--- config.mk ---
export PLATFORM = sky130hd
export DESIGN_NAME = div_bus_master
export DESIGN_NICKNAME = d
export VERILOG_FILES = /design/src/rtl/div_bus_pkg.sv /design/src/rtl/div_bus_master.sv
export SDC_FILE = /design/constraint.sdc
export NUM_CORES = 1
export LEC_CHECK = 0
export CORE_MARGIN = 2
export CORE_UTILIZATION = 38
export DETAILED_ROUTE_END_ITERATION = 10
export PLACE_DENSITY = 0.84
export SYNTH_ARGS = -nofsm -noshare
export SYNTH_HDL_FRONTEND = slang
export SYNTH_SLANG_ARGS = --single-unit
--- constraint.sdc ---
create_clock -name CLK -period 1.7 [get_ports CLK]
set_input_delay 0.255 -clock CLK [delete_from_list [all_inputs] [get_ports CLK]]
set_output_delay 0.255 -clock CLK [all_outputs]
set_load 0.01 [all_outputs]
--- src/rtl/div_bus_pkg.sv ---
// Shared types and constants for the divider register-interface bus master.
// Address map: X operand, Y operand, quotient readback.
package div_bus_pkg;

  localparam int DEF_DATA_W = 16;

  localparam logic [1:0] ADDR_X = 2'd0;
  localparam logic [1:0] ADDR_Y = 2'd1;
  localparam logic [1:0] ADDR_Q = 2'd2;

  typedef enum logic [2:0] {
    IDLE = 3'd0,
    WR_X = 3'd1,
    WR_Y = 3'd2,
    RD   = 3'd3,
    WAIT = 3'd4,
    DONE = 3'd5
  } state_t;

endpackage

--- src/rtl/div_bus_master.sv ---
// Bus initiator for the divider peripheral: takes one X/Y request, writes both
// operands, reads the quotient back and returns it over a valid/ready port.
module div_bus_master
  import div_bus_pkg::*;
#(
  parameter int DATA_W = DEF_DATA_W,
  parameter int RD_LAT = 1
) (
  input  logic              CLK,
  input  logic              RST,
  input  logic              REQ_VALID,
  output logic              REQ_READY,
  input  logic [DATA_W-1:0] REQ_X,
  input  logic [DATA_W-1:0] REQ_Y,
  output logic              RSP_VALID,
  input  logic              RSP_READY,
  output logic [DATA_W-1:0] RSP_Q,
  output logic              RSP_ERR,
  output logic [DATA_W-1:0] BUS_D,
  output logic [1:0]        BUS_ADDR,
  output logic              BUS_W,
  output logic              BUS_R,
  output logic              BUS_E,
  input  logic [31:0]       BUS_OUT
);

  localparam int CNT_W = (RD_LAT > 1) ? $clog2(RD_LAT) : 1;

  state_t             state;
  logic [DATA_W-1:0]  y_op;
  logic [CNT_W-1:0]   cnt;

  // Upper read-data bits carry nothing for a DATA_W-wide divider.
  logic unused_bus_hi;
  assign unused_bus_hi = ^BUS_OUT[31:DATA_W];

  // X goes straight into BUS_D on acceptance, so only Y needs its own latch.
  always_ff @(posedge CLK) begin
    if (RST) begin
      state     <= IDLE;
      y_op      <= '0;
      cnt       <= '0;
      REQ_READY <= 1'b1;
      RSP_VALID <= 1'b0;
      RSP_Q     <= '0;
      RSP_ERR   <= 1'b0;
      BUS_D     <= '0;
      BUS_ADDR  <= ADDR_X;
      BUS_W     <= 1'b0;
      BUS_R     <= 1'b0;
      BUS_E     <= 1'b0;
    end else begin
      case (state)
        IDLE: begin
          if (REQ_VALID && REQ_READY) begin
            y_op      <= REQ_Y;
            REQ_READY <= 1'b0;
            if (REQ_Y == '0) begin
              state     <= DONE;
              RSP_Q     <= '1;
              RSP_ERR   <= 1'b1;
              RSP_VALID <= 1'b1;
            end else begin
              state    <= WR_X;
              BUS_E    <= 1'b1;
              BUS_W    <= 1'b1;
              BUS_ADDR <= ADDR_X;
              BUS_D    <= REQ_X;
            end
          end
        end
        WR_X: begin
          state    <= WR_Y;
          BUS_ADDR <= ADDR_Y;
          BUS_D    <= y_op;
          BUS_W    <= 1'b1;
        end
        WR_Y: begin
          state    <= RD;
          BUS_ADDR <= ADDR_Q;
          BUS_W    <= 1'b0;
          BUS_R    <= 1'b1;
        end
        RD: begin
          state <= WAIT;
          BUS_R <= 1'b0;
          cnt   <= CNT_W'(RD_LAT - 1);
        end
        WAIT: begin
          if (cnt == '0) begin
            state     <= DONE;
            RSP_Q     <= BUS_OUT[DATA_W-1:0];
            RSP_ERR   <= 1'b0;
            RSP_VALID <= 1'b1;
            BUS_E     <= 1'b0;
          end else begin
            cnt <= cnt - CNT_W'(1);
          end
        end
        DONE: begin
          if (RSP_READY) begin
            state     <= IDLE;
            RSP_VALID <= 1'b0;
            REQ_READY <= 1'b1;
          end
        end
        default: state <= IDLE;
      endcase
    end
  end

endmodule

# Word level (Yosys, flattened, before mapping)
# Cells that the tools add are included.
[word_totals]
register_bits = 60
output_inout_bits = 40
wordCells = 73
[classes]
addsub = 1
eq_ne = 10
mux = 32
n_reduce_logical = 18
[op_table]
columns = ["operator", "count"]
rows = [
  ["$mux 16", 5],
  ["$pmux 16 s2", 2],
  ["$pmux 3 s6", 1],
  ["$logic_not 16->1", 1],
  ["$mux 3", 4],
  ["$reduce_and 3->1", 4],
  ["$mux 1", 10],
  ["$ne 2x2->1 const B", 5],
  ["$pmux 1 s2", 5],
  ["$reduce_bool 2->1", 5],
  ["$reduce_and 4->1", 2],
  ["$eq 3x2->1 const B", 2],
  ["$eq 3x3->1 const B", 2],
  ["$pmux 1 s3", 2],
  ["$pmux 2 s3", 1],
  ["$reduce_bool 3->1", 2],
  ["$reduce_and 5->1", 1],
  ["$mux 2", 2],
  ["$eq 3x1->1 const B", 1],
  ["$logic_not 3->1", 1],
  ["$reduce_and 2->1", 1],
  ["$logic_and 1x1->1", 1],
  ["$sub 1x1->1 const B", 1],
]

# Logic depth before layout (Yosys ltp)
[logic_depth]
depth_word = 4
ltp_mapped = 8

# Worst setup path after synthesis
# Ideal clock, no wire load.
[synth_timing]
kind = "register to register"
startpoint = "register state[0]"
endpoint = "register BUS_D[12]"
setup_ns = 0.141
arrival_time_ns = 1.465
slack_ns = 0.094
path_stages_with_launch = 7
n_path_buf = 2
cell_sequence = "dfxtp_1 > or2_1 > nor3_2 > a21o_1 > buf_2 > buf_2 > a211oi_1"
[synth_via]
elab_chain_cells = 3
elab_cells_between_ends = 7
classes_between = "eq/ne: 3; mux: 1; reduce/logical: 3"
[synth_lines]
columns = ["element", "line", "source"]
rows = [
  ["start, declared", "div_bus_master.sv:29", "state_t state;"],
  ["start signal, assigned", "div_bus_master.sv:40", "state <= IDLE;"],
  ["start signal, assigned", "div_bus_master.sv:59", "state <= DONE;"],
  ["start signal, assigned", "div_bus_master.sv:64", "state <= WR_X;"],
  ["$eq 3x1->1 / $logic_not 3->1 (equally long branches)", "div_bus_master.sv:53", "case (state)"],
  ["$reduce_bool 2->1 (no source line) / $ne 2x2->1 (equally long branches)", "n/a", ""],
  ["$reduce_and 3->1 (no source line)", "n/a", ""],
  ["end signal, assigned", "div_bus_master.sv:75", "BUS_D <= y_op;"],
  ["end, declared", "div_bus_master.sv:19", "output logic [DATA_W-1:0] BUS_D,"],
]
# Several ways; a longest one is shown, not always the timed one.
# A chain may end at the register's enable or synchronous reset.

# Worst setup path after layout
[layout_timing]
startpoint = "input port REQ_Y[1]"
endpoint = "register RSP_Q[10]"
[layout_via]
elab_chain_cells = 3
[layout_lines]
columns = ["element", "line", "source"]
rows = [
  ["start, declared", "div_bus_master.sv:14", "input logic [DATA_W-1:0] REQ_Y,"],
  ["$logic_not 16->1", "div_bus_master.sv:58", "if (REQ_Y == '0) begin"],
  ["$ne 2x2->1 (no source line)", "n/a", ""],
  ["$reduce_and 4->1 (no source line)", "n/a", ""],
  ["end signal, assigned", "div_bus_master.sv:92", "RSP_Q <= BUS_OUT[DATA_W-1:0];"],
  ["end, declared", "div_bus_master.sv:17", "output logic [DATA_W-1:0] RSP_Q,"],
]
# Every way passes these cells.

==> results.toml <==
[cells_and_area]
fin_cells = 465
regArea_mm2 = 0.001181
area_growth_pct = 57.49
diodes = 0
finalNetCount = 451
fin_area_mm2 = 0.003931
final_common_cell = "clkdlybuf4s50_1"
multi_input_area_mm2 = 0.001234
fillers = 515
post-route-util = 0.6191
drive_gt1_frac = 0.1649
final_cell_mix = "74 x clkdlybuf4s50_1, 59 x dfxtp_1, 38 x nand2_1, 28 x a211oi_1, 24 x a21oi_1"

[worst_setup_path]
arrival_ns = 1.89
critPathCaptureType = "register"
path_max_fanout = 5
slowest_stage = "a211o_4"
max_stage_delay_ns = 0.46
worstSetupStartpointType = "primary input"
critPathRequiredTime_ns = 1.95
crit_path_cell_trace = "dlygate4sd2_1 > nor4_4 > nand4_1 > a211o_4 > buf_12 > a211oi_2"
crit_family = "compound AO/OA/AOI/OAI gates"
crit_buf_inv = 2
path_class = "primary input to register"

[clock_network]
clkLatencyLatePin_ns = 0.33
hold_buffers = 0
clock_sinks = 59
clk_pin_slew_worst_paths_ns = 0.07
cts_tree = "built"
root_buffer = "clkbuf_8"
numCtsBuffers = 9
cts_max_level = 3
cts.path.max_buffers = 2

[pwr]
clockPowerShare = 0.266
seqPwrFrac = 0.424
p_switching_mw = 1.202
power_leakage_nw = 1.444
power.share.combinational = 0.310
power_mw = 3.916
p_int_mw = 2.714
vdd_ir_drop_max_v = 0.0004779
swShare = 0.3070
p_per_area_mw_per_mm2 = 996.1

[logic_synthesis]
synth_top_area_frac = 0.4732
synth_cells = 282
synthArstFlopShare = 0
yosys-top-cells-area = "dfxtp_1 47%, a211oi_1 12%, mux2i_1 6.4%"
synthDistinctLibCells = 34
synthesis.area_mm2 = 0.002496
synth_fp_nets = 350
synth.largest_area_cell = "dfxtp_1"
synth_edf_count = 0
synth_seq_cells = 59
synth_ff_type = "dfxtp_1"
yosysWarningCount = 0
synth_area_per_cell_um2 = 8.852
ys_seq_area_frac = 0.4732

[global_routing]
antenna_found_initial = 0
track_usage = 0.2005
grt_pass1_vias = 2431
grt_pass1_wl_um = 11520
grt.overflow.total = 0
grt_max_degree = 35

[die]
ios = 108
fp.coreArea_mm2 = 0.006350
start_util = 0.3931
die_x_um = 85.05
rows = 29
die_y_um = 85.05
die-area_mm2 = 0.007234

[routing]
wl_per_cell_um = 15.19
viasPerCell = 5.239
num_vias = 2436
routed_wl_um = 7064
dr.pass1.iters = 4
drt_iter0_drc = 142
post-route-drc-count = 0
antenna_left = 0

[outcome]
outcome = "finished, final reports clean"

[job]
cap_violations = 0

[timing]
max_slew_margin = 0.5898
hold_viol_final = 0
finalCritPeriodShare = 0.9651
skew_ns = 0.008254
setup_viol = 0
max_freq_ghz = 0.6095
fin_setup_tns_ns = 0
worst_pin_slew_ns = 0.6153
slew_viol_final = 0
finalCriticalPeriod_ns = 1.641

[worst_hold_path]
hp-class = "primary input to register"

[placement]
placed_cell_area_mm2 = 0.003608
io_buffers = 91
dp_hpwl_um = 4971
dp_cells = 447
gp_congestion = 0.8173
[timing repair]
action / in CTS / in global routing
pin swaps: 9 / 13
endpoints found under the setup margin: 37 / 35
cloned: 2 / 0
gates resized for setup: 33 / 10
buffers inserted: 1 / 0
[cell usage after synthesis, drive strengths merged (2+ instances only)]
| cell type | instances |
|---|---|
| a211oi | 49 |
| nor2 | 23 |
| inv | 20 |
| or3 | 2 |
| nor4 | 4 |
| buf | 10 |
| nand2 | 38 |
| dfxtp | 59 |
| clkbuf | 15 |
| nand2b | 2 |
| a21oi | 24 |
| mux2i | 16 |
| a31oi | 2 |
[worst paths after layout]
path | depth (start not counted) | slack [ns] | startpoint | end
max reg2reg | 5 | 0.17 | state[1] | BUS_D[12]
min reg2reg | 2 | 0.45 | y_op[14] | y_op[14]
max | 6 | 0.06 | REQ_Y[1] | RSP_Q[10]
min | 3 | 0.24 | REQ_Y[2] | y_op[2]
[sequential cells by signal (all words and copies together), names as in the netlist]
signal,count
BUS_E,1
RSP_ERR,1
BUS_D,16
BUS_W,1
REQ_READY,1
RSP_VALID,1
state,3
y_op,16
BUS_ADDR,2
BUS_R,1
RSP_Q,16
[power groups by stage]
stage / combinational [mW] / sequential [mW] / clock (mW)
floorplan: 0.555 / 1.72 / 0
global placement: 1.14 / 1.68 / 0
detailed placement: 1.16 / 1.69 / 0
CTS: 1.20 / 1.66 / 1.06
global route: 1.31 / 1.68 / 1.13
finish: 1.21 / 1.66 / 1.04
[cells by family after synthesis]
family | count (synthesis) | share of synthesized area
xor+xnor | 1 | 0.003509
flops | 59 | 0.4732
compound gates | 85 | 0.2491
simple gates | 76 | 0.1303
buf+inv | 45 | 0.07969
mux | 16 | 0.06416
[worst reg2reg max path, stage by stage, from the launching register on]
cell      delay (ns)
dfxtp_1         0.33
or2_1           0.30
nor3_4          0.27
buf_4           0.24
a211oi_1        0.11
a211oi_2        0.20
[layer usage]
| metal | vias up | global-route usage | share of wire |
|---|---|---|---|
| met5 | - | 0 | 0 |
| met4 | 0 | 0.09812 | 0.022 |
| met3 | 13 | 0.03307 | 0.050 |
| met2 | 79 | 0.3423 | 0.52 |
| met1 | 1150 | 0.2441 | 0.41 |
| li1 | 1194 | - | - |
[cell type report]
cell class                      count  area share
Clock buffer                       13     0.03533
Clock inverter                      3    0.003819
Inverter                           20     0.01910
Multi-Input combinational cell    178      0.3138
Sequential cell                    59      0.3004
Tap cell                           77     0.02451
Timing Repair Buffer              115      0.3030
[per-stage QoR]
step | worst slack [ns] | hold WS, ns
after CTS | 0.01677 | 0.3033
final | 0.05926 | 0.2442
after detailed placement | -0.5280 | 0.4465
after global placement | -0.4954 | 0.4404
after floorplan | 0.09370 | 0.3910
after global routing | -0.02577 | 0.2464
Note: power is estimated with default switching activity, not from simulation.
